$ cat src/rtl/data_former_mc.sv
// data_former_mc: multi-channel event counter with snapshot FIFO.
//
// Each channel keeps its own event counter. A start_send request walks
// every channel in turn. Each channel's count is pushed into the FIFO with
// its channel tag, and that counter is cleared as it is captured. Words
// leave on a valid/ready stream.
//
// Ports:
//   clk         rising-edge clock
//   a_rst_n     asynchronous reset, active low
//   s_rst       synchronous clear, active high (wins over everything else)
//   next_count  per-channel increment strobe
//   start_send  snapshot request (ignored while a snapshot is running)
//   ready       downstream ready; a word is popped on valid && ready
//   valid       FIFO head word valid
//   data        FIFO head count value
//   chan        FIFO head channel index
//   busy        snapshot in progress
//   fifo_level  words held after the last edge
//   overflow    sticky: some counter incremented past all-ones
//
// FSM states:
//   state    | meaning
//   ---------+------------------------------------------------
//   st_idle  | waiting for start_send
//   st_dump  | pushing channel idx_q into the FIFO when space allows
module data_former_mc #(
    parameter int p_data_width = 8,
    parameter int p_channels   = 4,
    parameter int p_depth      = 4,
    parameter bit p_saturate   = 1'b1,
    localparam int c_chan_w    = (p_channels > 1) ? $clog2(p_channels) : 1,
    localparam int c_lvl_w     = $clog2(p_depth + 1)
) (
    input  logic                    clk,
    input  logic                    a_rst_n,
    input  logic                    s_rst,
    input  logic [p_channels-1:0]   next_count,
    input  logic                    start_send,
    input  logic                    ready,
    output logic                    valid,
    output logic [p_data_width-1:0] data,
    output logic [c_chan_w-1:0]     chan,
    output logic                    busy,
    output logic [c_lvl_w-1:0]      fifo_level,
    output logic                    overflow
);

    localparam int c_ptr_w = $clog2(p_depth);

    typedef enum logic {st_idle, st_dump} state_t;

    state_t                  state_q, state_d;
    logic [c_chan_w-1:0]     idx_q, idx_d;
    logic [p_data_width-1:0] cnt_q [p_channels];
    logic [p_data_width-1:0] cnt_d [p_channels];
    logic [p_data_width-1:0] mem_data_q [p_depth];
    logic [p_data_width-1:0] mem_data_d [p_depth];
    logic [c_chan_w-1:0]     mem_chan_q [p_depth];
    logic [c_chan_w-1:0]     mem_chan_d [p_depth];
    logic [c_ptr_w-1:0]      wr_ptr_q, wr_ptr_d;
    logic [c_ptr_w-1:0]      rd_ptr_q, rd_ptr_d;
    logic [c_lvl_w-1:0]      level_q, level_d;
    logic                    overflow_q, overflow_d;
    logic                    pop;
    logic                    push;

    always_comb begin
        state_d    = state_q;
        idx_d      = idx_q;
        cnt_d      = cnt_q;
        mem_data_d = mem_data_q;
        mem_chan_d = mem_chan_q;
        wr_ptr_d   = wr_ptr_q;
        rd_ptr_d   = rd_ptr_q;
        level_d    = level_q;
        overflow_d = overflow_q;

        pop  = (level_q != '0) && ready;
        // A full FIFO still accepts a push when the head leaves in the same cycle.
        push = (state_q == st_dump) && ((level_q != c_lvl_w'(p_depth)) || pop);

        for (int i = 0; i < p_channels; i++) begin
            if (push && (idx_q == c_chan_w'(i))) begin
                // The coincident event is kept for the next snapshot.
                cnt_d[i] = next_count[i] ? p_data_width'(1) : '0;
            end else if (next_count[i]) begin
                if (cnt_q[i] == '1) begin
                    overflow_d = 1'b1;
                    cnt_d[i]   = p_saturate ? cnt_q[i] : '0;
                end else begin
                    cnt_d[i] = cnt_q[i] + p_data_width'(1);
                end
            end
        end

        if (push) begin
            mem_data_d[wr_ptr_q] = cnt_q[idx_q];
            mem_chan_d[wr_ptr_q] = idx_q;
            wr_ptr_d = (wr_ptr_q == c_ptr_w'(p_depth - 1)) ? '0 : wr_ptr_q + c_ptr_w'(1);
        end
        if (pop) begin
            rd_ptr_d = (rd_ptr_q == c_ptr_w'(p_depth - 1)) ? '0 : rd_ptr_q + c_ptr_w'(1);
        end

        case ({push, pop})
            2'b10:   level_d = level_q + c_lvl_w'(1);
            2'b01:   level_d = level_q - c_lvl_w'(1);
            default: level_d = level_q;
        endcase

        case (state_q)
            st_idle: begin
                if (start_send) begin
                    state_d = st_dump;
                    idx_d   = '0;
                end
            end
            st_dump: begin
                if (push) begin
                    if (idx_q == c_chan_w'(p_channels - 1)) begin
                        state_d = st_idle;
                        idx_d   = '0;
                    end else begin
                        idx_d = idx_q + c_chan_w'(1);
                    end
                end
            end
            default: state_d = st_idle;
        endcase

        if (s_rst) begin
            state_d    = st_idle;
            idx_d      = '0;
            wr_ptr_d   = '0;
            rd_ptr_d   = '0;
            level_d    = '0;
            overflow_d = 1'b0;
            for (int i = 0; i < p_channels; i++) cnt_d[i] = '0;
            // Storage is cleared too so the head never shows stale data after a clear.
            for (int i = 0; i < p_depth; i++) begin
                mem_data_d[i] = '0;
                mem_chan_d[i] = '0;
            end
        end
    end

    always_ff @(posedge clk or negedge a_rst_n) begin
        if (!a_rst_n) begin
            state_q    <= st_idle;
            idx_q      <= '0;
            wr_ptr_q   <= '0;
            rd_ptr_q   <= '0;
            level_q    <= '0;
            overflow_q <= 1'b0;
            for (int i = 0; i < p_channels; i++) cnt_q[i] <= '0;
            for (int i = 0; i < p_depth; i++) begin
                mem_data_q[i] <= '0;
                mem_chan_q[i] <= '0;
            end
        end else begin
            state_q    <= state_d;
            idx_q      <= idx_d;
            wr_ptr_q   <= wr_ptr_d;
            rd_ptr_q   <= rd_ptr_d;
            level_q    <= level_d;
            overflow_q <= overflow_d;
            cnt_q      <= cnt_d;
            mem_data_q <= mem_data_d;
            mem_chan_q <= mem_chan_d;
        end
    end

    assign valid      = (level_q != '0);
    assign data       = mem_data_q[rd_ptr_q];
    assign chan       = mem_chan_q[rd_ptr_q];
    assign busy       = (state_q == st_dump);
    assign fifo_level = level_q;
    assign overflow   = overflow_q;

endmodule

$ cat config.mk
export PLATFORM = sky130hd
export DESIGN_NAME = data_former_mc
export DESIGN_NICKNAME = d
export VERILOG_FILES = /design/src/rtl/data_former_mc.sv
export SDC_FILE = /design/constraint.sdc
export NUM_CORES = 1
export LEC_CHECK = 0
export CORE_ASPECT_RATIO = 1.1
export CORE_UTILIZATION = 30
export DETAILED_ROUTE_END_ITERATION = 10
export SYNTH_ARGS = -nofsm -noshare
export SYNTH_HDL_FRONTEND = slang
export SYNTH_SLANG_ARGS = --single-unit
$ cat constraint.sdc
create_clock -name clk -period 2.9 [get_ports clk]
set_input_delay 0.58 -clock clk [delete_from_list [all_inputs] [get_ports clk]]
set_output_delay 0.58 -clock clk [all_outputs]
set_load 0.005 [all_outputs]
Yosys cells after proc, flatten, opt, wreduce, memory -nomap -nowiden. Cells that the tools add are included.

Add/subtract/negate cells: 9. Magnitude comparators: 4. Equal/unequal tests: 18. Muxes and demuxes: 67. Bitwise operators: 4. Reduce and logical (&&, ||, !) cells: 22.

Operators with widths (count): $mux W8 (19); $mux W32 (3); $add A8 B1 Y8 const B (4); $bmux W8 S2 (2); $bwmux W32 (1); $eq A8 B8 Y1 const B (4); $mux W2 (13); $mux W1 (21); $ne A3 B3 Y1 const B (6); $reduce_bool A3 Y1 (6); $demux W8 S2 (1); $eq A2 B2 Y1 const B (5); $reduce_and A2 Y1 (5); $ge A3 B3 Y1 const B (3); $not A2 Y3 (3); $bwmux W8 (1); $logic_and A1 B1 Y1 (7); $add A2 B1 Y2 const B (3); $pmux W3 S2 (1); $bmux W2 S2 (1); $demux W2 S2 (1); $eq A2 B1 Y1 const B (2); $pmux W2 S2 (1); $reduce_bool A2 Y1 (2); 9 further kinds (9).

Register bits after elaboration: 83. Input port bits: 9. Output and inout port bits: 16. Word-level logic and storage cells: 142.

Logic depth before layout (Yosys ltp).
Depth after elaboration: 16. Gate-level depth with buffers: 7. Depth with buffers taken out: 7.

Least setup slack after synthesis. OpenSTA, ideal clock, no wires.

Path type: register to register. From: register level_q[1] (netlist: fifo_level[1]). To: register level_q[2] (netlist: fifo_level[2]). Arrival: 1986 ps. Slack: 789 ps. Cell stages (with the launch flop): 8. Path buffers: 0. Cell sequence: dfrtp_1 -> o31ai_2 -> or2_2 -> inv_1 -> fa_1 -> nor3_1 -> a21oi_1 -> mux2_2.

Cells in the longest elaborated chain, start to end: 7.

Ends and longest elaborated chain: from (decl) (RTL line 63) `logic [c_lvl_w-1:0] level_q, level_d;`; from (signal assigned) (RTL line 166) `level_q <= level_d;`; $reduce_bool A3 Y1 (RTL line 79) `pop = (level_q != '0) && ready;`; $logic_and A1 B1 Y1 (RTL line 79); $logic_or A1 B1 Y1 (RTL line 81) `push = (state_q == st_dump) && ((level_q != c_lvl_w'(p_depth)) || pop);`; $logic_and A1 B1 Y1 (RTL line 81); $eq A2 B1 Y1 or $eq A2 B2 Y1 (tied branches) (RTL line 106) `case ({push, pop})`; $pmux W3 S2 (RTL line 106); $mux W3 (RTL line 132) `if (s_rst) begin`.

Several ways; a longest one is shown, not always the timed one. A chain may end at the register's enable or synchronous reset.

Final worst setup path.
From: register rd_ptr_q[1]. To: output port data[0].

Cells in the longest elaborated chain, start to end: 4.

Ends and longest elaborated chain: from (decl) (RTL line 62) `logic [c_ptr_w-1:0] rd_ptr_q, rd_ptr_d;`; from (signal assigned) (RTL line 165) `rd_ptr_q <= rd_ptr_d;`; $not A2 Y3 (implied by the code) (RTL line 175) `assign data = mem_data_q[rd_ptr_q];`; $bmux W8 S2 (RTL line 175); $mux W8 (implied by the code) (2 in a row) (RTL line 175); to (decl) (RTL line 42) `output logic [p_data_width-1:0] data,`.

No other way between the ends. The select of a mux whose other input is x is not followed.

==> flow_summary.yaml <==
clock_tree:
  clock_latency_ps: 330
  postCtsSetupBuffers: 0
  cts_resized: 0
  cts.htree.levels: 3
  cts_tree: "yes"
  clk_pin_slew_ps: 60
  cts_root_buf: "clkbuf_16"
  cts.path.max_buffers: 2
  cts_num_sinks: 83
  hold_buffers: 0
  cts_buffers: 9
floorplanning:
  core_area_um2: 14600
  fp.dieW_um: 119
  die-area_um2: 15600
  rows: 46
  io_pins: 25
  die_h_um: 131
  start_util_pct: 31.1
synthesis:
  yosysUniqueCellTypes: 43
  yosysSeqAreaShare_pct: 45.8
  ys.flop_type: "dfrtp_1"
  synth_nets: 435
  synthesis.instances: 412
  synth_largest_area_cell: "dfrtp_1"
  synth_top_area_share_pct: 45.8
  synthesis.area_um2: 4530
  ys_warn_count: 0
  synthTopCellsByArea: "dfrtp_1, mux2i_1, mux4_2, nor2_1, ha_1"
  synth_seq_cells: 83
  synth_edf_count: 0
  avgSynthCellArea_um2: 11.0
  async_flop_share_pct: 100
layout:
  area_growth_pct: 15.7
  layout.cells.non_filler: 629
  fill_cells: 1442
  fin_util_pct: 36.0
  drive_gt1_share_pct: 12.1
  diodes: 0
  fin_nets: 455
sta:
  final.setup.tns_ps: 0
  hold_viol: 0
  max_slew_margin_pct: 50.9
  min_period_ps: 2550
  timing.fmax_mhz: 392
  rsz0062_at_grt: "false"
  final_max_slew_viol_count: 0
  tightestPinTransition_ps: 736
  fin_skew_ps: 6.61
  fin_crit_sh_pct: 87.9
  setup_viol: 0
power_and_ir_drop:
  p_leak_nw: 2.46
  peakVddDrop_mv: 0.272
  power_density_nw_per_um2: 540
route:
  wl_met3_um: 265
  ant_nets: 0
  top_layer_used: "met4"
  drc_errors: 0
  drt-met1-wl_mm: 4.65
  drtIter0Drc: 281
  met2RoutedLength_mm: 4.92
  post_drt_via_cell_ratio: 5.06
  route.vias.total: 3181
  drt_wl_total_mm: 9.97
  firstDrtPassIters: 4
  detail_route.wl_per_cell_um: 15.9
worst_setup_path:
  rrSetupSlack_ps: 590
  endpoint_kind: "output pin"
  rr_worst_depth: 7
  cp-start-kind: "flop"
  critical_path_class: "reg2out"
  required_ps: 2320
  arrival_ps: 1970
  worstReg2RegEnd: "fifo_level[2]"
  cp_max_fo: 12
  rr_startpoint: "fifo_level[1]"
global_routing:
  grt_first_pass_wirelength_mm: 16.7
  grt-ovfl-total: 0
  track_usage_pct: 13.9
  grt_max_degree: 48
  grt_antenna_before_repair: 0
  grt_pass1_vias: 3131
place:
  dp_hpwl_mm: 7.03
  portBuffers: 24
  gp_congestion: 0.841
  placed_cells: 613
run_status:
  status: "finished clean"
run:
  cap_violations: 0
hold_path:
  hold_class: "in2async"
-- cell type report --
class                           instances  area (µm²)  area share (%)
Inverter                               11        41.3           0.787
Clock buffer                           10         239            4.56
Multi-Input combinational cell        299        2300            43.9
Timing Repair Buffer                   28         275            5.25
Tap cell                              192         240            4.58
Clock inverter                          6        71.3            1.36
Sequential cell                        83        2080            39.6
-- per-layer routing --
| metal | up-vias | track usage [%] |
|---|---|---|
| met5 | - | 0 |
| met1 | 1587 | 18.0 |
| met3 | 9 | 2.99 |
| li1 | 1534 | - |
| met2 | 51 | 23.5 |
| met4 | 0 | 4.10 |
-- flip-flops by register name (all words and copies together), names as in the netlist --
register and count:
fifo_level 3, mem_data_q 32, mem_chan_q 8, overflow 1, busy 1, rd_ptr_q 2, cnt_q 32, wr_ptr_q 2
idx_q 2
-- synthesized netlist by cell type (11+ instances only) --
library cell  number
mux2i_1           49
nand3_1           13
mux4_2            18
nand2_1           12
xor2_1            11
ha_1              13
nand4_1           11
nor2_1            75
inv_1             11
dfrtp_1           83
-- kinds of logic after synthesis --
| family | after synthesis | share of synthesized area (%) |
|---|---|---|
| simple gates | 158 | 17.4 |
| flops | 83 | 45.8 |
| mux | 68 | 20.0 |
| compound gates | 45 | 6.57 |
| buf+inv | 30 | 3.45 |
| xor+xnor | 14 | 2.70 |
| fa+ha+maj | 14 | 4.03 |
-- per-stage QoR --
stage	cell area (µm²)	setup WS [ps]	hold WS (ps)	power, mW
global route	5240	254	253	2.97
detailed placement	4930	365	512	1.68
finish	5240	350	206	2.83
floorplan	4530	789	284	1.53
global placement	4930	402	500	1.67
CTS	5240	298	228	2.88
-- layout by cell type (no fill, tap or decap), drive strengths merged, types with 11 or more instances in the layout --
master / count
dfrtp: 83
nor2: 75
mux2i: 49
clkdlybuf4s50: 22
nand3: 19
mux4: 18
ha: 13
inv: 13
nand2: 12
nand4: 11
xor2: 11
-- power breakdown --
| group | internal [mW] | total, mW | switching (mW) | leakage (nW) |
|---|---|---|---|---|
| clock | 0.698 | 1.18 | 0.479 | 0.146 |
| sequential | 1.19 | 1.26 | 0.0655 | 1.15 |
| combinational | 0.187 | 0.394 | 0.207 | 1.17 |
-- worst max path at each step --
stage | startpoint | to | cells after the start
global placement | ready | fifo_level[2] | 5
global route | rd_ptr_q[1] | data[0] | 2
finish | rd_ptr_q[1] | data[0] | 2
CTS | rd_ptr_q[1] | data[0] | 2
floorplan | fifo_level[1] | fifo_level[2] | 7
detailed placement | ready | fifo_level[2] | 5
-- critical path, stage by stage, from the launching register on --
cell and delay [ps]:
dfrtp_1 740, mux4_2 430, clkdlybuf4s50_1 460
Power figures use the tool's default switching activity.
